--- config.mk ---
export PLATFORM = sky130hd
export DESIGN_NAME = lif_sched_flat
export DESIGN_NICKNAME = d
export VERILOG_FILES = /design/src/rtl/lif_sched_if.sv /design/src/rtl/lif_sched.sv /design/src/flat_wrapper.sv
export SDC_FILE = /design/constraint.sdc
export NUM_CORES = 1
export LEC_CHECK = 0
export CAP_MARGIN = 20
export CORE_MARGIN = 5
export CORE_UTILIZATION = 30
export DETAILED_ROUTE_END_ITERATION = 8
export SETUP_SLACK_MARGIN = 0.5
export SYNTH_ARGS = -nofsm -noshare
export SYNTH_HDL_FRONTEND = slang
export SYNTH_SLANG_ARGS = --single-unit
--- constraint.sdc ---
create_clock -name clk -period 14.5 [get_ports clk]
set_clock_uncertainty 0.1 [all_clocks]
set_input_delay 4.35 -clock clk [delete_from_list [all_inputs] [get_ports clk]]
set_output_delay 4.35 -clock clk [all_outputs]
set_load 0.005 [all_outputs]
--- src/rtl/lif_sched_if.sv ---
// lif_sched_if: spike event stream from the LIF scheduler to its consumer.
//   spike_valid : event pending (producer)
//   spike_idx   : index of the spiking neuron (producer)
//   spike_ready : consumer accepts the pending event (consumer)
// Modports: master = scheduler side, slave = consumer side.
interface lif_sched_if #(
  parameter int IDX_W = 3
);
  logic             spike_valid;
  logic [IDX_W-1:0] spike_idx;
  logic             spike_ready;

  modport master (output spike_valid, output spike_idx, input spike_ready);
  modport slave  (input spike_valid, input spike_idx, output spike_ready);
endinterface

--- src/rtl/lif_sched.sv ---
// lif_sched: time-multiplexed leaky integrate-and-fire scheduler. One update
// datapath is shared by N_NEURONS virtual neurons; each tick sweeps neurons
// 0..N-1 at one per cycle and emits spike events on a valid/ready stream.
//
// Ports:
//   clk, rst    : clock, synchronous active-high reset
//   tick        : start-of-timestep pulse
//   stim_we/stim_addr/stim_data : write input current of one neuron
//   thr_we/thr_data             : write the shared firing threshold
//   sp (lif_sched_if.master)    : spike_valid / spike_idx / spike_ready
//   busy        : sweep in progress (SWEEP or FLUSH)
//   done        : one-cycle pulse when the sweep completes
//   overrun     : sticky, a tick arrived while busy
//   spike_count : (only with LIF_SCHED_SPIKE_COUNT_EN) spikes in last sweep
//
// Optional feature macro: LIF_SCHED_SPIKE_COUNT_EN
module lif_sched #(
  parameter int               N_NEURONS  = 8,
  parameter int               WIDTH      = 8,
  parameter int               LEAK_SHIFT = 1,
  parameter logic [WIDTH-1:0] THR_INIT   = 8'd200,
  parameter int               REFRAC     = 2
) (
  input  logic                         clk,
  input  logic                         rst,
  input  logic                         tick,
  input  logic                         stim_we,
  input  logic [$clog2(N_NEURONS)-1:0] stim_addr,
  input  logic [WIDTH-1:0]             stim_data,
  input  logic                         thr_we,
  input  logic [WIDTH-1:0]             thr_data,
  lif_sched_if.master                  sp,
  output logic                         busy,
  output logic                         done,
  output logic                         overrun
`ifdef LIF_SCHED_SPIKE_COUNT_EN
  ,
  output logic [$clog2(N_NEURONS):0]   spike_count
`endif
);

  localparam int IW = $clog2(N_NEURONS);
  localparam int RW = (REFRAC > 0) ? $clog2(REFRAC + 1) : 1;

  typedef enum logic [1:0] {IDLE, SWEEP, FLUSH} state_t;

  state_t            state_q, state_d;
  logic [IW-1:0]     idx_q;
  logic [WIDTH-1:0]  thr_q;
  logic              overrun_q;
  logic              vld_p0;
  logic [IW-1:0]     spk_idx_p0;

  logic [WIDTH-1:0]  u_q   [N_NEURONS];
  logic [WIDTH-1:0]  cur_q [N_NEURONS];
  logic [RW-1:0]     ref_q [N_NEURONS];

  logic              stall, proc, last, fire, spike_now;
  logic [WIDTH-1:0]  u_cur, c_cur, v_sat;
  logic [RW-1:0]     ref_cur;
  logic [WIDTH:0]    v_raw;

  // Clamp the WIDTH+1-bit sum back into WIDTH bits.
  function automatic logic [WIDTH-1:0] sat_u(input logic [WIDTH:0] x);
    return x[WIDTH] ? {WIDTH{1'b1}} : x[WIDTH-1:0];
  endfunction

  // ---- shared update datapath (combinational, registered below) ----
  assign u_cur   = u_q[idx_q];
  assign c_cur   = cur_q[idx_q];
  assign ref_cur = ref_q[idx_q];
  assign v_raw   = {1'b0, u_cur} - {1'b0, (u_cur >> LEAK_SHIFT)} + {1'b0, c_cur};
  assign v_sat   = sat_u(v_raw);

  // A held, unaccepted spike blocks the sweep: the single output slot is full.
  assign stall     = vld_p0 && !sp.spike_ready;
  assign proc      = (state_q == SWEEP) && !stall;
  assign last      = (idx_q == IW'(N_NEURONS - 1));
  assign fire      = (ref_cur == '0) && (v_sat >= thr_q);
  assign spike_now = proc && fire;

  // ---- FSM: state register ----
  always_ff @(posedge clk) begin
    if (rst) state_q <= IDLE;
    else     state_q <= state_d;
  end

  // ---- FSM: next state ----
  always_comb begin
    state_d = state_q;
    case (state_q)
      IDLE:    if (tick) state_d = SWEEP;
      SWEEP:   if (proc && last) state_d = spike_now ? FLUSH : IDLE;
      FLUSH:   if (vld_p0 && sp.spike_ready) state_d = IDLE;
      default: state_d = IDLE;
    endcase
  end

  // ---- FSM: outputs ----
  always_comb begin
    busy = (state_q != IDLE);
    done = 1'b0;
    if (state_q == SWEEP && proc && last && !spike_now) done = 1'b1;
    if (state_q == FLUSH && vld_p0 && sp.spike_ready)   done = 1'b1;
  end

  // ---- control registers: sweep index, threshold, overrun, spike slot ----
  always_ff @(posedge clk) begin
    if (rst) begin
      idx_q      <= '0;
      thr_q      <= THR_INIT;
      overrun_q  <= 1'b0;
      vld_p0     <= 1'b0;
      spk_idx_p0 <= '0;
    end else begin
      if (state_q == IDLE && tick) idx_q <= '0;
      else if (proc)               idx_q <= idx_q + IW'(1);
      if (thr_we) thr_q <= thr_data;
      // busy is still high on the done cycle, so a coincident tick lands here.
      if (tick && busy) overrun_q <= 1'b1;
      // A new spike reloads the slot even while the old one is being accepted.
      if (spike_now) begin
        vld_p0     <= 1'b1;
        spk_idx_p0 <= idx_q;
      end else if (vld_p0 && sp.spike_ready) begin
        vld_p0 <= 1'b0;
      end
    end
  end

  // ---- per-neuron state: membrane, current, refractory ----
  // cur is read before this edge's stim write lands, so a write to the neuron
  // under update applies from the next timestep.
  always_ff @(posedge clk) begin
    if (rst) begin
      for (int i = 0; i < N_NEURONS; i++) begin
        u_q[i]   <= '0;
        cur_q[i] <= '0;
        ref_q[i] <= '0;
      end
    end else begin
      if (stim_we) cur_q[stim_addr] <= stim_data;
      if (proc) begin
        if (ref_cur != '0) begin
          u_q[idx_q]   <= '0;
          ref_q[idx_q] <= ref_cur - RW'(1);
        end else if (fire) begin
          u_q[idx_q]   <= '0;
          ref_q[idx_q] <= RW'(REFRAC);
        end else begin
          u_q[idx_q]   <= v_sat;
        end
      end
    end
  end

`ifdef LIF_SCHED_SPIKE_COUNT_EN
  logic [IW:0] cnt_q;
  always_ff @(posedge clk) begin
    if (rst)                          cnt_q <= '0;
    else if (state_q == IDLE && tick) cnt_q <= '0;
    else if (spike_now)               cnt_q <= cnt_q + (IW+1)'(1);
  end
  assign spike_count = cnt_q;
`endif

  assign sp.spike_valid = vld_p0;
  assign sp.spike_idx   = spk_idx_p0;
  assign overrun        = overrun_q;

endmodule

--- src/flat_wrapper.sv ---
// flat-port wrapper written by rule: the top's interface ports become plain ports
module lif_sched_flat 
#(
  parameter int               N_NEURONS  = 8,
  parameter int               WIDTH      = 8,
  parameter int               LEAK_SHIFT = 1,
  parameter logic [WIDTH-1:0] THR_INIT   = 8'd200,
  parameter int               REFRAC     = 2
)
  (clk, rst, tick, stim_we, stim_addr, stim_data, thr_we, thr_data, busy, done, overrun, sp_spike_valid, sp_spike_idx, sp_spike_ready);
  lif_sched_if #(.IDX_W((3))) sp_i ();
  input  logic clk;
  input  logic rst;
  input  logic tick;
  input  logic stim_we;
  input  logic [$clog2(N_NEURONS)-1:0] stim_addr;
  input  logic [WIDTH-1:0] stim_data;
  input  logic thr_we;
  input  logic [WIDTH-1:0] thr_data;
  output logic busy;
  output logic done;
  output logic overrun;
  output wire logic [$bits(sp_i.spike_valid)-1:0] sp_spike_valid;
  output wire logic [$bits(sp_i.spike_idx)-1:0] sp_spike_idx;
  input wire logic [$bits(sp_i.spike_ready)-1:0] sp_spike_ready;
  assign sp_spike_valid = sp_i.spike_valid;
  assign sp_spike_idx = sp_i.spike_idx;
  assign sp_i.spike_ready = sp_spike_ready;
  lif_sched #(.N_NEURONS(N_NEURONS), .WIDTH(WIDTH), .LEAK_SHIFT(LEAK_SHIFT), .THR_INIT(THR_INIT), .REFRAC(REFRAC)) u_core (.clk(clk), .rst(rst), .tick(tick), .stim_we(stim_we), .stim_addr(stim_addr), .stim_data(stim_data), .thr_we(thr_we), .thr_data(thr_data), .sp(sp_i), .busy(busy), .done(done), .overrun(overrun));
endmodule
Yosys cells after proc, flatten, opt, wreduce, memory -nomap -nowiden
Memories as Yosys holds them, arrays and structs flattened. A register that Yosys moved wholly into a read port is not among the register bits. Index checks and enable logic that the tools add are counted. W data, S select, Z words.

Memories kept: 3. Word-level logic and storage cells: 96. Register bits after elaboration: 18. Memory bits (writable): 144.

Bitwise gates (word level): 3. Muxes and demuxes: 47. Eq/ne operators: 6. Magnitude comparators: 1. Reductions and logical operators: 26. Add/sub/neg operators: 4.

Memory list: u_core.cur_q (words 8, width 8, read ports 1, clocked after memory_dff 1, wr ports 8, line lif_sched.sv:55) `logic [WIDTH-1:0] cur_q [N_NEURONS];`; u_core.u_q (words 8, width 8, read ports 1, clocked after memory_dff 1, wr ports 8, line lif_sched.sv:54) `logic [WIDTH-1:0] u_q [N_NEURONS];`; u_core.ref_q (words 8, width 2, read ports 1, clocked after memory_dff 1, wr ports 8, line lif_sched.sv:56) `logic [RW-1:0] ref_q [N_NEURONS];`.

Operators by type and width (count): $mux W8 (5); $mux W3 (9); $mux W1 (26); $reduce_or A8 Y1 (2); $logic_and A1 B1 Y1 (13); $mux W2 (6); $add A9 B8 Y9 (1); $sub A8 B7 Y9 (1); $ge A8 B8 Y1 (1); $pmux W2 S3 (1); $reduce_bool A2 Y1 (3); $logic_not A2 Y1 (2); $ne A2 B2 Y1 const B (2); $reduce_or A2 Y1 (2); $add A3 B1 Y3 const B (1); $eq A3 B3 Y1 const B (1); $logic_not A1 Y1 (3); $or A1 B1 Y1 (3); $reduce_and A3 Y1 (1); $eq A2 B1 Y1 const B (1); $eq A2 B2 Y1 const B (1); $ne A2 B1 Y1 const B (1); $sub A2 B1 Y2 const B (1).

Logic depth before layout (Yosys ltp)
Depth in word-level cells: 14. Gate-level depth with buffers: 24. Gate-level depth less buffers: 21.

Worst setup path after synthesis
OpenSTA, ideal clock, no wires.

Path type: input port to output port. Start point: input port sp_spike_ready. End point: output port done. Arrival: 4983 ps. Path slack: 5067 ps. Data required time: 10050 ps. Stages on the path: 4. Path through: nor2b_1 -> nor3_4 -> o211ai_1 -> nand2_1.

Word-level cells in the longest chain between the ends: 9. Elaborated cells on any way between the ends: 12.

RTL lines: start, declared (line flat_wrapper.sv:25) `input wire logic [$bits(sp_i.spike_ready)-1:0] sp_spike_ready;`; $logic_not A1 Y1 (line lif_sched.sv:76) `assign stall = vld_p0 && !sp.spike_ready;`; $logic_and A1 B1 Y1 (line lif_sched.sv:76); $logic_not A1 Y1 (line lif_sched.sv:77) `assign proc = (state_q == SWEEP) && !stall;`; $logic_and A1 B1 Y1 (line lif_sched.sv:77); $logic_and A1 B1 Y1, on equally long branches (line lif_sched.sv:103, lif_sched.sv:80); $logic_and A1 B1 Y1 / $logic_not A1 Y1 (equally long branches) (line lif_sched.sv:103) `if (state_q == SWEEP && proc && last && !spike_now) done = 1'b1;`; $logic_and A1 B1 Y1 (line lif_sched.sv:103); $mux W1 (line lif_sched.sv:103); $mux W1 * (line lif_sched.sv:104) `if (state_q == FLUSH && vld_p0 && sp.spike_ready) done = 1'b1;`; end, declared (line flat_wrapper.sv:21) `output logic done;`.

Every way passes the cells marked *; elsewhere a longest branch is shown, timed or not.

==> results.ini <==
[floorplanning]
die_w_um = 175
initial_utilization = 0.304
rows = 60
dieArea_mm2 = 0.0307
io_pins = 32
die_h_um = 175
core_area_mm2 = 0.0270

[clock_network]
post-cts-setup-buffers = 0
cts_buffers = 17
holdBufCountCts = 0
cts_tree = done
cts_resized = 0
worstSkewPairLatency_ns = 0.42
cts.path.max_buffers = 2
cts_num_sinks = 165
cts_root_buffer = clkbuf_16
path_clk_slew_ns = 0.06
htreeDepth = 4

[finish]
nNetsFinal = 723
final_common_cell = edfxtp_1
layout.cells.non_filler = 1024
num_antenna_cells = 0
areaGrowthSynthToFinish_pct = 16.0
fin_area_mm2 = 0.00950
final_cell_mix = edfxtp_1, nor2_1, and2_1
drive_above_1_share = 0.161

[power_and_ir_drop]
p_seq_frac = 0.389
p_int_uw = 945
power_frac_comb = 0.295
power_density_mw_per_mm2 = 149
p_switching_uw = 474
vdd_drop_max_v = 0.0000842
power_leakage_uw = 0.00349
sw_frac_of_total = 0.334
power_frac_clock = 0.315

[worst_setup_path]
cp-start-kind = flip-flop
slowest_stage = mux4_2
worstPathArrival_ns = 6.58
crit_path_cell_trace = buf_4 -> mux4_2 -> mux2i_1 -> inv_1 -> fa_1 -> fa_1 -> nand2b_1 -> a211oi_1 -> nor2_1 -> xnor2_2 -> nor2_2 -> ha_1 -> nand2b_1 -> a21oi_1 -> o21ai_0 -> a21boi_0 -> o211ai_1 -> nand2_1 -> clkdlybuf4s50_1
cp_slowest_stage_delay_ns = 0.60
crit_path_end_kind = primary output
worstPathMaxFanout = 36
cp.required_ns = 10.05
path_class = flip-flop to primary output

[route]
drt_pass1_iterations = 5
routedWlPerCell_um = 17.0
finalWirelength_um = 17400
vias = 4839
drt.antenna.violating_nets = 0
viasPerCell = 4.73
drc = 0
drt_first_iter_violations = 273

[synthesis]
synth_seq_area_share = 0.579
synth.distinct_cells = 53
synth_seq_cells = 165
synth-edff-count = 144
synthFlopType = edfxtp_1
synth-compound-area-share = 0.0397
synthCells = 632
synth.avg_cell_area_um2 = 13.0
async_flop_share = 0
synth_warnings = 0
yosys.area_share.simple = 0.159
synth_xor_area_frac = 0.00733
yosys.area_share.adder = 0.0492
synth_top_family_by_area = simple AND/OR/NAND/NOR gates
syn_nets = 685
synth.area.mux_share = 0.133
synth_area_mm2 = 0.00819

[timing]
rsz0062_at_grt = no
setup_viol = 0
setup_tns_ns = 0
fmax_ghz = 0.0907
fin_crit_sh = 0.761
final-hold-violation-count = 0
slew_headroom = 0.270
fin_crit_ns = 11.03
drv_slew = 0
worstMarginPinSlew_ns = 1.10

[place]
post_dp_cell_area_mm2 = 0.00890
port_buffers = 31
dp.cells = 991
gp_congestion = 0.786
hpwl_um = 11900

[run_status]
outcome = complete, no violations

[global_route]
grt_max_degree = 37
antenna_found_initial = 0
grt_pass1_wl_um = 28000
grt_use_total = 0.116
grt_overflow = 0
grt_pass1_vias = 5053

[min_path]
min_path_type = flip-flop to flip-flop

[run]
drv_cap = 0

-- cells in the mapped netlist, drive strengths merged (2+ instances only) --
| library cell | n | area (um2) |
|---|---|---|
| a21oi | 16 | 87.6 |
| xnor2 | 5 | 51.3 |
| clkbuf | 13 | 48.8 |
| nand4 | 2 | 12.5 |
| nor2 | 100 | 390 |
| o21a | 2 | 15.0 |
| o31ai | 3 | 22.5 |
| mux2i | 27 | 270 |
| edfxtp | 144 | 4320 |
| inv | 40 | 150 |
| buf | 11 | 61.3 |
| o211ai | 4 | 30.0 |
| nand2 | 34 | 135 |
| ha | 21 | 263 |
| a21o | 6 | 45.0 |
| nor2b | 4 | 27.5 |
| fa | 7 | 140 |
| and2 | 64 | 400 |
| nand2b | 5 | 31.3 |
| nand3 | 8 | 45.0 |
| o21ai | 14 | 70.1 |
| dfxtp | 21 | 420 |
| nor3 | 14 | 106 |
| mux4 | 36 | 811 |
| or2 | 10 | 62.6 |
| nor4 | 7 | 58.8 |
-- final cells by class --
cell class,count,area (um2)
Clock buffer,19,433
Clock inverter,13,145
Fill cell,2608,17400
Inverter,41,154
Multi-Input combinational cell,402,3180
Sequential cell,165,4750
Tap cell,341,427
Timing Repair Buffer,43,415
-- layer usage --
| layer | up-vias | global-route usage | routed length (um) |
|---|---|---|---|
| li1 | 2354 | - | - |
| met1 | 2350 | 0.164 | 8120 |
| met2 | 112 | 0.183 | 8240 |
| met3 | 23 | 0.0219 | 733 |
| met4 | 0 | 0.0367 | 291 |
| met5 | - | 0 | 0 |
-- worst max-delay path: cells and delay by family (launching register included) --
family          cells  cell delay (ns)
compound gates      5             1.25
xor+xnor            1             0.46
fa+ha+maj           3             1.31
buf+inv             3             1.21
flops               1             0.31
mux                 2             0.85
simple gates        5             0.74
-- metrics by stage --
stage	util	hold slack [ns]	setup slack (ns)	power [uW]
after floorplan	-	0.351	5.07	873
after global placement	0.330	0.355	3.92	980
after CTS	0.352	0.372	3.42	1430
after global routing	0.353	0.395	2.98	1500
after detailed placement	0.330	0.356	3.89	983
final	0.353	0.371	3.47	1420
-- cell families after synthesis --
kind of cell	count (synthesis)
AOI/OAI and AO/OA	52
buffers and inverters	65
adders and majority gates	28
and+or+nand+nor	252
muxes	64
DFF	165
xor gates and xnor gates	6
-- flip-flops by register name (all words and copies together), names as in the netlist, named ones only --
| signal | flops |
|---|---|
| u_core.cur_q | 64 |
| u_core.u_q | 64 |
| u_core.ref_q | 16 |
| u_core.thr_q | 8 |
| u_core.idx_q | 3 |
| u_core.sp.spike_idx | 3 |
| u_core.state_q | 2 |
| u_core.overrun | 1 |
| u_core.sp.spike_valid | 1 |
-- power by group through the flow --
stage	clock network, uW	logic [uW]	registers [uW]
2_1_floorplan	0	315	558
3_3_place_gp	0	417	563
3_5_place_dp	0	420	563
4_1_cts	454	422	553
5_1_grt	470	473	555
6_report	448	419	553
-- path summary, 6_finish.rpt --
| kind | endpoint | from | cells after the start | slack [ns] |
|---|---|---|---|---|
| setup / recovery | done | flip-flop | 19 | 3.47 |
| setup reg to reg | u_core.u_q[5][6] | flip-flop | 19 | 7.61 |
| hold reg to reg | u_core.sp.spike_idx[2] | u_core.sp.spike_idx[2] | 2 | 0.37 |
| hold / removal | u_core.sp.spike_idx[2] | u_core.sp.spike_idx[2] | 2 | 0.37 |
(Power assumes the default switching activity.)
